<file path="config.mk">
export PLATFORM = sky130hd
export DESIGN_NAME = gray_counter_ud
export DESIGN_NICKNAME = d
export VERILOG_FILES = /design/src/rtl/gray_pkg.sv /design/src/rtl/gray_counter_ud.sv
export SDC_FILE = /design/constraint.sdc
export NUM_CORES = 1
export LEC_CHECK = 0
export ABC_AREA = 1
export ABC_CLOCK_PERIOD_IN_PS = 1800
export BUFFER_PORTS_ARGS = -buffer_cell sky130_fd_sc_hd__buf_2
export CORE_UTILIZATION = 45
export DETAILED_ROUTE_END_ITERATION = 10
export MAX_ROUTING_LAYER = met4
export PLACE_DENSITY = 0.78
export SLEW_MARGIN = 20
export SYNTH_ARGS = -nofsm -noshare
export SYNTH_HDL_FRONTEND = slang
export SYNTH_SLANG_ARGS = --single-unit
export TNS_END_PERCENT = 1
</file>
<file path="constraint.sdc">
create_clock -name clk -period 1.8 [get_ports clk]
set_input_delay 0.09 -clock clk [delete_from_list [all_inputs] [get_ports clk]]
set_output_delay 0.09 -clock clk [all_outputs]
set_load 0.05 [all_outputs]
</file>
<file path="src/rtl/gray_pkg.sv">
// Shared types and Gray helpers for the up/down Gray counter.
// Helpers are width-agnostic: callers zero-extend to gray_word_t.
package gray_pkg;

  typedef enum logic [0:0] {
    RUN  = 1'b0,
    DONE = 1'b1
  } gray_state_t;

  localparam int GRAY_MAXW = 64;

  typedef logic [GRAY_MAXW-1:0] gray_word_t;

  // Zero high bits stay zero, so any narrower value
  // can be converted after zero-extension.
  function automatic gray_word_t bin2gray(
    input gray_word_t b
  );
    return b ^ (b >> 1);
  endfunction

  function automatic gray_word_t gray2bin(
    input gray_word_t g
  );
    gray_word_t b;
    b[GRAY_MAXW-1] = g[GRAY_MAXW-1];
    for (int i = GRAY_MAXW - 2; i >= 0; i--) begin
      b[i] = b[i+1] ^ g[i];
    end
    return b;
  endfunction

endpackage

</file>
<file path="src/rtl/gray_counter_ud.sv">
// Up/down binary counter with coherent registered Gray output,
// zero flag, wrap pulse and optional one-shot stop.
// Ports: clk, rst (async high), en, up, clr, ld, ld_val[CBITS]
//   -> cnt[CBITS], gray_c[CBITS], sig, wrap, done.
// Macro GRAY_COUNTER_UD_PROPS_EN embeds SVA property checks.
module gray_counter_ud
  import gray_pkg::*;
#(
  parameter int               CBITS   = 14,
  parameter bit               ONESHOT = 1'b0,
  parameter logic [CBITS-1:0] RST_VAL = '0
) (
  input  logic             clk,
  input  logic             rst,
  input  logic             en,
  input  logic             up,
  input  logic             clr,
  input  logic             ld,
  input  logic [CBITS-1:0] ld_val,
  output logic [CBITS-1:0] cnt,
  output logic [CBITS-1:0] gray_c,
  output logic             sig,
  output logic             wrap,
  output logic             done
);

  localparam logic [CBITS-1:0] ONES = '1;
  localparam logic [CBITS-1:0] RST_GRAY =
    CBITS'(bin2gray(gray_word_t'(RST_VAL)));

  logic [CBITS-1:0] cnt_q, cnt_d;
  logic [CBITS-1:0] gray_q, gray_d;
  logic             wrap_q, wrap_d;
  gray_state_t      state_q, state_d;

  // Gray is derived from the next binary value so both
  // registers update on the same edge (no lag).
  always_comb begin
    cnt_d   = cnt_q;
    state_d = state_q;
    wrap_d  = 1'b0;
    priority case (1'b1)
      clr: begin
        cnt_d   = '0;
        state_d = RUN;
      end
      ld: begin
        cnt_d   = ld_val;
        state_d = RUN;
      end
      (en && state_q == RUN): begin
        if (up) begin
          cnt_d  = cnt_q + 1'b1;
          wrap_d = (cnt_q == ONES);
        end else begin
          cnt_d  = cnt_q - 1'b1;
          wrap_d = (cnt_q == '0);
        end
        if (ONESHOT && wrap_d) begin
          state_d = DONE;
        end
      end
      default: ;
    endcase
    gray_d = CBITS'(bin2gray(gray_word_t'(cnt_d)));
  end

  always_ff @(posedge clk or posedge rst) begin
    if (rst) begin
      cnt_q   <= RST_VAL;
      gray_q  <= RST_GRAY;
      wrap_q  <= 1'b0;
      state_q <= RUN;
    end else begin
      cnt_q   <= cnt_d;
      gray_q  <= gray_d;
      wrap_q  <= wrap_d;
      state_q <= state_d;
    end
  end

  assign cnt    = cnt_q;
  assign gray_c = gray_q;
  assign wrap   = wrap_q;
  assign done   = (state_q == DONE);
  assign sig    = (cnt_q == '0) & ~rst;

`ifdef GRAY_COUNTER_UD_PROPS_EN
  a_coherent: assert property (
    @(posedge clk) disable iff (rst)
    gray_q == (cnt_q ^ (cnt_q >> 1)));

  a_max_one_bit: assert property (
    @(posedge clk) disable iff (rst)
    !$past(clr || ld) |->
      $countones(gray_q ^ $past(gray_q)) <= 1);

  a_step_one_bit: assert property (
    @(posedge clk) disable iff (rst)
    (en && !clr && !ld && state_q == RUN) |=>
      $countones(gray_q ^ $past(gray_q)) == 1);

  a_hold_zero: assert property (
    @(posedge clk) disable iff (rst)
    (!clr && !ld && (!en || state_q == DONE)) |=>
      gray_q == $past(gray_q));

  a_wrap_single: assert property (
    @(posedge clk) disable iff (rst)
    wrap_q |=> !wrap_q);

  a_roundtrip: assert property (
    @(posedge clk) disable iff (rst)
    CBITS'(gray2bin(gray_word_t'(gray_q))) == cnt_q);

  if (!ONESHOT) begin : g_live
    a_sig_live: assert property (
      @(posedge clk)
      (s_eventually always (!rst && en && up))
        implies (always s_eventually sig));
  end
`endif

endmodule

</file>
==> impl_metrics.toml <==
[setup_path]
startpoint_type = "flip-flop"
timing.rr.start = "cnt[4]$_DFF_PP0_"
endpoint_kind = "flip-flop"
reg2regPathDepth = 14
worst-endpoint-required_ps = 2030
critPathCapture = "gray_c[6]$_DFF_PP0_"
cp_data_arrival_time_ps = 2050
critPathKind = "flip-flop to flip-flop"
crit_start = "cnt[4]$_DFF_PP0_"
rr_endpoint = "gray_c[6]$_DFF_PP0_"
r2r_setup_slack_ps = -20
crit_fanout = 4

[floorplan]
die_y_um = 72.2
start_util_pct = 46.9
die_x_um = 72.2
rows = 25
ios = 51
die-area_mm2 = 0.00521
coreArea_mm2 = 0.00472

[clocking]
h-tree-depth = 1
cts_sinks = 28
clkLatencyLatePin_ps = 280
cts_buffers = 3
clk_path_buf_depth = 2
clkTransAtPathRegs_ps = 100
cts_tree = "done"
cts_root_buf = "clkbuf_8"

[sta]
fin_skew_ps = 6.78
setup_viol_count_final = 6
min_period_over_period_pct = 101
fmax_mhz = 549
hold_viol = 0
period_minus_slack_ps = 1820
setup_ws_ps = -21.3
hold_ws_ps = 91.3
rsz0062_at_grt = "yes"
maxSlewViolCount = 0

[synthesis]
yosys.area.top_type_share_pct = 31.6
syn_nets = 356
synth_top_area_cell = "dfrtp_1"
synth_common_cells = "nand2_1, inv_1, dfrtp_1"
synth_seq_area_share_pct = 31.6
ys_seq_elements = 28
syn_inst = 323
synth.top_cells.by_area = "dfrtp_1, nand2_1, inv_1, ha_1, nand3_1"
synthDistinctLibCells = 33
synth_most_common_cell = "nand2_1"
async_reset_ff_share_pct = 100
syn_area_per_cell_um2 = 6.86
syn_area_mm2 = 0.00222
synth-edff-count = 0
ys.flop_type = "dfrtp_1"
ys_warn_count = 0

[layout]
fill_cells = 389
insertedDiodeCount = 0
layout-drive-gt1-share_pct = 46.7
final_nets = 437
layout.cells.non_filler = 470
syn2layout_area_growth_pct = 45.2

[detailed_routing]
drt_first_pass_iters = 5
viasPerCell = 5.23
num_vias = 2456
ant_nets = 0
route.detailed.drc = 0
routed_wl_um = 7000
drt-initial-drc-count = 206
wire_per_inst_um = 14.9

[global_route]
grt_pass1_vias = 2288
grt_util_all_layers_pct = 27.0
grt_max_degree = 29
grt_pass1_wl_um = 10500
antenna_found_initial = 0
grt_remaining_overflow = 0

[run_status]
violations = "negative setup slack"
status = "finished with violations"

[placement]
gp_congestion = 0.922
pre_cts_ws_ps = -122
placedCellCount = 460
dp.final_hpwl_um = 5070
io_buffers = 49

[power]
cellLeakagePower_nw = 1.70
vdd_drop_max_mv = 0.442
power_w = 0.00250
power_density_mw_per_mm2 = 775

[flow_run]
cap_violations = 0

[worst_hold_path]
worstHoldPathType = "primary input to flip-flop"
worst_hold_startpoint = "ld_val[0]"
final cells by class:
class	instances	area (um2)	area share, %
multi-input combinational	238	1640	50.8
sequential	28	719	22.3
timing repair buffer	83	522	16.2
inverter	50	188	5.83
tap	67	83.8	2.60
clock buffer	3	41.3	1.28
clock inverter	1	30.0	0.933
kinds of logic after synthesis:
kind of cell	share of synthesized area [%]
AO/OA/AOI/OAI	9.93
flip-flops	31.6
adder cells (fa/ha/maj)	7.67
other	0.169
XOR/XNOR	3.56
AND/OR/NAND/NOR	36.8
buffers and inverters	10.3
power breakdown:
part	total, W	internal, W	switching, W
sequential	0.000752	0.000703	0.0000493
combinational	0.00124	0.000432	0.000807
clock	0.000505	0.000298	0.000207
what timing repair did:
action / CTS / global route
setup endpoints to repair: 10 / 20
gates cloned: 0 / 0
setup buffers: 0 / 5
resized for setup: 16 / 54
hold buffers: 1 / 0
pin swaps: 7 / 31
endpoints found under the hold margin: 28 / 0
metrics by stage:
stage / instance area, um2 / setup TNS [ps] / utilization [%]
2_1_floorplan: 2260 / -4.85 / -
3_3_place_gp: 2780 / -373 / 58.8
3_5_place_dp: 2780 / -775 / 58.8
4_1_cts: 2970 / -67.4 / 62.9
5_1_grt: 3220 / -1350 / 68.2
6_report: 3220 / -75.7 / 68.2
sequential cells by signal, indices dropped and copies added (netlist names):
name and cells:
cnt 14, gray_c 13, wrap 1
placed cells by master, fill, tap and decap left out, drive strengths merged:
| master | count |
|---|---|
| clkbuf | 3 |
| bufinv | 1 |
| a31oi | 1 |
| o21ai | 11 |
| nor2 | 16 |
| dfrtp | 28 |
| xor2 | 4 |
| nor4 | 4 |
| nand3b | 2 |
| buf | 82 |
| xnor2 | 5 |
| inv | 50 |
| o211ai | 1 |
| a21oi | 22 |
| dlygate4sd3 | 1 |
| and2 | 1 |
| nand3 | 27 |
| a21o | 1 |
| or2 | 4 |
| nand2 | 114 |
| ha | 12 |
| fa | 1 |
| nor3 | 1 |
| conb | 1 |
| nand4 | 10 |
worst min path at each step:
stage          slack (ps)                  end  depth (start not counted)
2_1_floorplan         150     cnt[0]$_DFF_PP0_                          1
3_3_place_gp          180  gray_c[0]$_DFF_PP0_                          3
3_5_place_dp          190     cnt[0]$_DFF_PP0_                          3
4_1_cts                70     cnt[4]$_DFF_PP0_                          2
5_1_grt                80     cnt[4]$_DFF_PP0_                          2
6_report               90     cnt[0]$_DFF_PP0_                          3
critical path, cell delays in order (launching register included):
cell	delay (ps)
dfrtp_2	450
ha_4	310
nand2_2	60
nand2_2	90
nand2_2	60
nand2_2	80
inv_2	40
nand2_2	60
xor2_2	170
nand2_1	90
nand2_1	100
nand2_2	70
inv_2	70
nand2_1	40
nand2_1	70
routing by layer:
metal	global-route usage, %	wire [um]	up-vias	part of all wire (%)
li1	-	-	1188	-
met1	35.5	2960	1153	42
met2	44.4	3530	107	51
met3	2.22	433	8	6.2
met4	8.06	67	0	0.96
met5	-	0	-	0
Note: power is estimated with default switching activity, not from simulation.
